[config.mk]
export PLATFORM = sky130hd
export DESIGN_NAME = vga_draw_arbiter
export DESIGN_NICKNAME = d
export VERILOG_FILES = /design/src/rtl/pong_pkg.sv /design/src/rtl/vga_draw_arbiter_rr_select.sv /design/src/rtl/vga_draw_arbiter.sv
export SDC_FILE = /design/constraint.sdc
export NUM_CORES = 1
export LEC_CHECK = 0
export BUFFER_PORTS_ARGS = -buffer_cell sky130_fd_sc_hd__buf_2
export CAP_MARGIN = 10
export CORE_MARGIN = 4
export CORE_UTILIZATION = 47
export DETAILED_ROUTE_END_ITERATION = 10
export PLACE_DENSITY = 0.95
export SLEW_MARGIN = 20
export SYNTH_ARGS = -nofsm -noshare
export SYNTH_HDL_FRONTEND = slang
export SYNTH_SLANG_ARGS = --single-unit
[constraint.sdc]
create_clock -name clk -period 6.6 [get_ports clk]
set_clock_uncertainty 0.2 [all_clocks]
set_input_delay 1.32 -clock clk [delete_from_list [all_inputs] [get_ports clk]]
set_output_delay 1.32 -clock clk [all_outputs]
set_load 0.01 [all_outputs]
[src/rtl/pong_pkg.sv]
// ==================================================================
// pong_pkg : shared widths, requester indices and arbiter states
// Rev 1.0
// ==================================================================
`default_nettype none

package pong_pkg;

   localparam int VGA_XW = 8;
   localparam int VGA_YW = 7;
   localparam int VGA_CW = 3;

   localparam int REQ_BALL    = 0;
   localparam int REQ_PAD_BOT = 1;
   localparam int REQ_PAD_TOP = 2;
   localparam int REQ_SCORE   = 3;

   typedef enum logic [1:0] {
      ARB_IDLE    = 2'd0,
      ARB_GRANT   = 2'd1,
      ARB_RELEASE = 2'd2
   } arb_state_e;

endpackage

`default_nettype wire

[src/rtl/vga_draw_arbiter_rr_select.sv]
// ==================================================================
// rr_select : combinational round-robin pick, searching from ptr+1
// Rev 1.0
// ==================================================================
`default_nettype none

module rr_select #(
   parameter int N_REQ = 4,
   parameter int PW    = (N_REQ > 1) ? $clog2(N_REQ) : 1
) (
   input  logic [N_REQ-1:0] req,
   input  logic [PW-1:0]    ptr,
   output logic [N_REQ-1:0] sel,
   output logic [PW-1:0]    sel_idx
);

   logic          found;
   logic [PW-1:0] cand;

   always_comb begin
      sel     = '0;
      sel_idx = '0;
      found   = 1'b0;
      cand    = '0;
      for (int i = 1; i <= N_REQ; i++) begin
         cand = PW'((int'(ptr) + i) % N_REQ);
         if (!found && req[cand]) begin
            found     = 1'b1;
            sel[cand] = 1'b1;
            sel_idx   = cand;
         end
      end
   end

endmodule

`default_nettype wire

[src/rtl/vga_draw_arbiter.sv]
// ==================================================================
// vga_draw_arbiter : round-robin owner of the shared VGA plot port.
// ARB_TIMEOUT_EN adds a grant watchdog and the sticky timeout_err.
// Rev 1.0
// ==================================================================
`default_nettype none

module vga_draw_arbiter
   import pong_pkg::*;
#(
   parameter int N_REQ   = 4,
   parameter int XW      = VGA_XW,
   parameter int YW      = VGA_YW,
   parameter int CW      = VGA_CW,
   parameter int TIMEOUT = 64
) (
   input  logic                clk,
   input  logic                reset,
   input  logic [N_REQ-1:0]    req,
   input  logic [N_REQ-1:0]    last,
   input  logic [N_REQ-1:0]    plot_in,
   input  logic [N_REQ*XW-1:0] x_in,
   input  logic [N_REQ*YW-1:0] y_in,
   input  logic [N_REQ*CW-1:0] color_in,
   output logic [N_REQ-1:0]    grant,
   output logic [XW-1:0]       x_out,
   output logic [YW-1:0]       y_out,
   output logic [CW-1:0]       color_out,
   output logic                writeEn,
   output logic                busy
`ifdef ARB_TIMEOUT_EN
   ,
   output logic                timeout_err
`endif
);

   localparam int PW = (N_REQ > 1) ? $clog2(N_REQ) : 1;

   arb_state_e       state_q, state_d;
   logic [PW-1:0]    ptr_q, ptr_d;
   logic [N_REQ-1:0] grant_q, grant_d;
   logic [XW-1:0]    x_q, x_d;
   logic [YW-1:0]    y_q, y_d;
   logic [CW-1:0]    color_q, color_d;
   logic             we_q, we_d;
   logic             busy_q, busy_d;

   logic [N_REQ-1:0] rr_sel;
   logic [PW-1:0]    rr_idx;

   logic [XW-1:0]    x_arr     [N_REQ];
   logic [YW-1:0]    y_arr     [N_REQ];
   logic [CW-1:0]    color_arr [N_REQ];

`ifdef ARB_TIMEOUT_EN
   localparam int CNTW = $clog2(TIMEOUT + 1);
   logic [CNTW-1:0] cnt_q, cnt_d;
   logic            terr_q, terr_d;
`else
   logic            unused_timeout;
   assign unused_timeout = (TIMEOUT == 0);
`endif

   generate
      for (genvar gi = 0; gi < N_REQ; gi++) begin : g_slice
         assign x_arr[gi]     = x_in[gi*XW +: XW];
         assign y_arr[gi]     = y_in[gi*YW +: YW];
         assign color_arr[gi] = color_in[gi*CW +: CW];
      end
   endgenerate

   rr_select #(
      .N_REQ   (N_REQ),
      .PW      (PW)
   ) u_rr_select (
      .req     (req),
      .ptr     (ptr_q),
      .sel     (rr_sel),
      .sel_idx (rr_idx)
   );

   // While granted, ptr_q doubles as the index of the current owner.
   always_comb begin
      state_d = state_q;
      ptr_d   = ptr_q;
      grant_d = grant_q;
      x_d     = x_q;
      y_d     = y_q;
      color_d = color_q;
      we_d    = 1'b0;
`ifdef ARB_TIMEOUT_EN
      cnt_d   = cnt_q;
      terr_d  = terr_q;
`endif
      case (state_q)
         ARB_IDLE: begin
            if (|req) begin
               grant_d = rr_sel;
               ptr_d   = rr_idx;
               state_d = ARB_GRANT;
`ifdef ARB_TIMEOUT_EN
               cnt_d   = '0;
`endif
            end
         end
         ARB_GRANT: begin
            x_d     = x_arr[ptr_q];
            y_d     = y_arr[ptr_q];
            color_d = color_arr[ptr_q];
            we_d    = plot_in[ptr_q];
`ifdef ARB_TIMEOUT_EN
            cnt_d   = cnt_q + CNTW'(1);
`endif
            if (last[ptr_q]) begin
               grant_d = '0;
               state_d = ARB_RELEASE;
            end else if (!req[ptr_q]) begin
               grant_d = '0;
               we_d    = 1'b0;
               state_d = ARB_RELEASE;
            end
`ifdef ARB_TIMEOUT_EN
            else if (cnt_q == CNTW'(TIMEOUT - 1)) begin
               grant_d = '0;
               we_d    = 1'b0;
               terr_d  = 1'b1;
               state_d = ARB_RELEASE;
            end
`endif
         end
         ARB_RELEASE: state_d = ARB_IDLE;
         default:     state_d = ARB_IDLE;
      endcase
      busy_d = (state_d != ARB_IDLE);
   end

   always_ff @(posedge clk) begin
      if (reset) begin
         state_q <= ARB_IDLE;
         ptr_q   <= PW'(N_REQ - 1);
         grant_q <= '0;
         x_q     <= '0;
         y_q     <= '0;
         color_q <= '0;
         we_q    <= 1'b0;
         busy_q  <= 1'b0;
`ifdef ARB_TIMEOUT_EN
         cnt_q   <= '0;
         terr_q  <= 1'b0;
`endif
      end else begin
         state_q <= state_d;
         ptr_q   <= ptr_d;
         grant_q <= grant_d;
         x_q     <= x_d;
         y_q     <= y_d;
         color_q <= color_d;
         we_q    <= we_d;
         busy_q  <= busy_d;
`ifdef ARB_TIMEOUT_EN
         cnt_q   <= cnt_d;
         terr_q  <= terr_d;
`endif
      end
   end

   assign grant     = grant_q;
   assign x_out     = x_q;
   assign y_out     = y_q;
   assign color_out = color_q;
   assign writeEn   = we_q;
   assign busy      = busy_q;
`ifdef ARB_TIMEOUT_EN
   assign timeout_err = terr_q;
`endif

endmodule

`default_nettype wire

==> flow_summary.yaml <==
floorplan:
  row_count: 22
  die_h_um: 70.64
  die_area_um2: 4990
  core_um2: 3716
  initial_utilization_pct: 49.63
  dieWidth_um: 70.64
  ios: 110
sta:
  setup_ws_ns: 3.231
  max_slew_margin_pct: 37.61
  min_period_over_period_pct: 51.05
  max_freq_mhz: 296.8
  maxSlewViolCount: 0
  final-hold-violation-count: 0
  fin_crit_ns: 3.369
  setup_violations: 0
  finalSetupTns_ns: 0
  rsz0062_at_grt: "false"
  whs_ns: 0.2563
  worst_pin_slew_ns: 0.9359
power:
  p_leak_nw: 1.135
  powerDensity_nw_per_um2: 350.0
  vdd_drop_max_v: 0.0001633
  finalPower_mw: 0.8569
finish:
  synthToLayoutAreaGrowth_pct: 32.77
  multiInputGateArea_um2: 1206
  stdcell_area_um2: 2449
  drive_gt1_share_pct: 51.96
  regArea_um2: 563.0
  nNetsFinal: 376
  final_cells: 329
  fillCellCount: 274
  antenna_cells: 0
  postLayoutCoreUtil_pct: 65.89
flow_run:
  cap_violations: 0
yosys:
  syn_area_per_cell_um2: 10.19
  synth_cells: 181
  ys_types: 30
  synth_seq_area_share_pct: 30.39
  syn_nets: 275
  yosys.area.top_type: "dfxtp_1"
  netlist_area_um2: 1844
  yosys_warnings: 0
  ys_seq_elements: 28
  synth_area_leaders: "dfxtp_1 (30%), mux4_2 (29%), nand2_1 (8.1%)"
  synth.top_cell.area_share_pct: 30.39
placed_design:
  post-dp-hpwl_mm: 4.018
  dpl-instance-area_um2: 2392
  dp_slack_ns: 3.106
  place.gp.congestion: 0.8503
  dp.cells: 325
  port_buffers: 109
grt:
  grt_max_degree: 33
  grt_overflow: 0
  antenna_found_initial: 0
  grt_first_pass_wirelength_mm: 8.452
  grt_use_total_pct: 20.77
  grt_pass1_vias: 1909
critical_path:
  required_ns: 6.57
  crit_type: "flip-flop to flip-flop"
  rrSetupSlack_ns: 3.23
  cp_data_arrival_time_ns: 3.34
  worstReg2RegEnd: "grant[1]"
  cp-endpoint: "grant[1]"
  cp-end-kind: "flip-flop"
  r2r_cells: 7
  cp-start-kind: "flip-flop"
  crit_path_start: "ptr_q[0]"
  crit-reg2reg-launch: "ptr_q[0]"
  critical_path.max_fanout: 32
worst_hold_path:
  hp-class: "flip-flop to flip-flop"
clock_tree:
  cts_made_buffers: 3
  clock_sinks: 28
  clk-insertion-delay-late_ns: 0.28
  hold_buffers: 0
  cts_root_buffer: "clkbuf_8"
  post_cts_buffers: 0
  cts_resized: 0
  clock_path_buffers: 2
  cts_tree: "yes"
  htreeDepth: 1
  clkTransAtPathRegs_ns: 0.09
routing:
  firstDrtPassIters: 4
  detail-route-antenna-nets: 0
  avgViaCountPerCell: 5.562
  wl_per_cell_um: 15.47
  vias: 1830
  wirelength_mm: 5.089
  drt-initial-drc-count: 79
  drc: 0
run_status:
  run_status: "finished, final reports clean"
## critical path: stages (launching register included)
cell	delay (ns)
dfxtp_2	0.96
inv_1	0.27
ha_1	0.44
mux4_2	0.54
nor2b_2	0.20
a221oi_1	0.30
a211oi_1	0.07
a221o_1	0.27
## layer usage
layer | vias up | share of wire, % | track usage, %
met2 | 93 | 51 | 37.73
met3 | 10 | 8.7 | 4.545
met5 | - | 0 | 0
met1 | 855 | 38 | 24.41
li1 | 872 | - | -
met4 | 0 | 2.0 | 6.472
## worst min path at each step
stage	slack [ns]	start	cells past startpoint	end
after CTS	0.26	y_out[4]	2	y_out[4]
after global placement	0.24	color_out[0]	2	color_out[0]
after global routing	0.28	x_out[1]	2	x_out[1]
after floorplan	0.28	color_out[0]	2	color_out[0]
after detailed placement	0.24	y_out[4]	2	y_out[4]
final	0.26	y_out[1]	2	y_out[1]
## cells in the mapped netlist, drive strengths merged
master / number
nor4: 2
o31ai: 1
ha: 8
a221o: 4
nand2: 40
mux2: 2
xnor2: 1
dfxtp: 28
o21ai: 4
a211oi: 1
inv: 3
a221oi: 4
o21a: 1
mux2i: 1
nor2b: 6
buf: 8
nor2: 6
or2: 1
mux4: 24
nor3: 5
nor4b: 1
a21oi: 20
nand2b: 4
clkbuf: 6
## where the power goes
part / total [mW] / internal (mW) / switching (mW)
registers: 0.296 / 0.217 / 0.0788
clock network: 0.107 / 0.0535 / 0.0534
logic: 0.454 / 0.247 / 0.207
total: 0.857 / 0.518 / 0.339
## cells in the final DEF (no fill, tap or decap), drive strengths merged, types with 3 or more instances in the layout
master and instances:
inv 3, buf 110, nand2b 4, dfxtp 28, a221o 4, a221oi 4, clkbuf 4, nor2 6
nand2 40, nor2b 6, a21oi 20, o21ai 4, ha 8, nor3 5, mux4 24
## flip-flops by register name (all words and copies together) (netlist names)
signal and count:
writeEn 1, state_q 2, y_out 7, color_out 3
busy 1, grant 4, ptr_q 2, x_out 8
## cells by family after synthesis
logic type | after synthesis | synth area share (%)
and+or+nand+nor | 65 | 16.42
AOI/OAI and AO/OA | 35 | 12.01
DFF | 28 | 30.39
muxes | 27 | 31.07
buffers and inverters | 17 | 4.206
adders and majority gates | 8 | 5.428
xor gates and xnor gates | 1 | 0.4750
## area by class of cell
type	count	area share (%)
Clock buffer	4	2.248
Timing Repair Buffer	110	22.59
Sequential cell	28	22.99
Tap cell	48	2.453
Multi-Input combinational cell	136	49.26
Inverter	3	0.4599
Note: power is estimated with default switching activity, not from simulation.
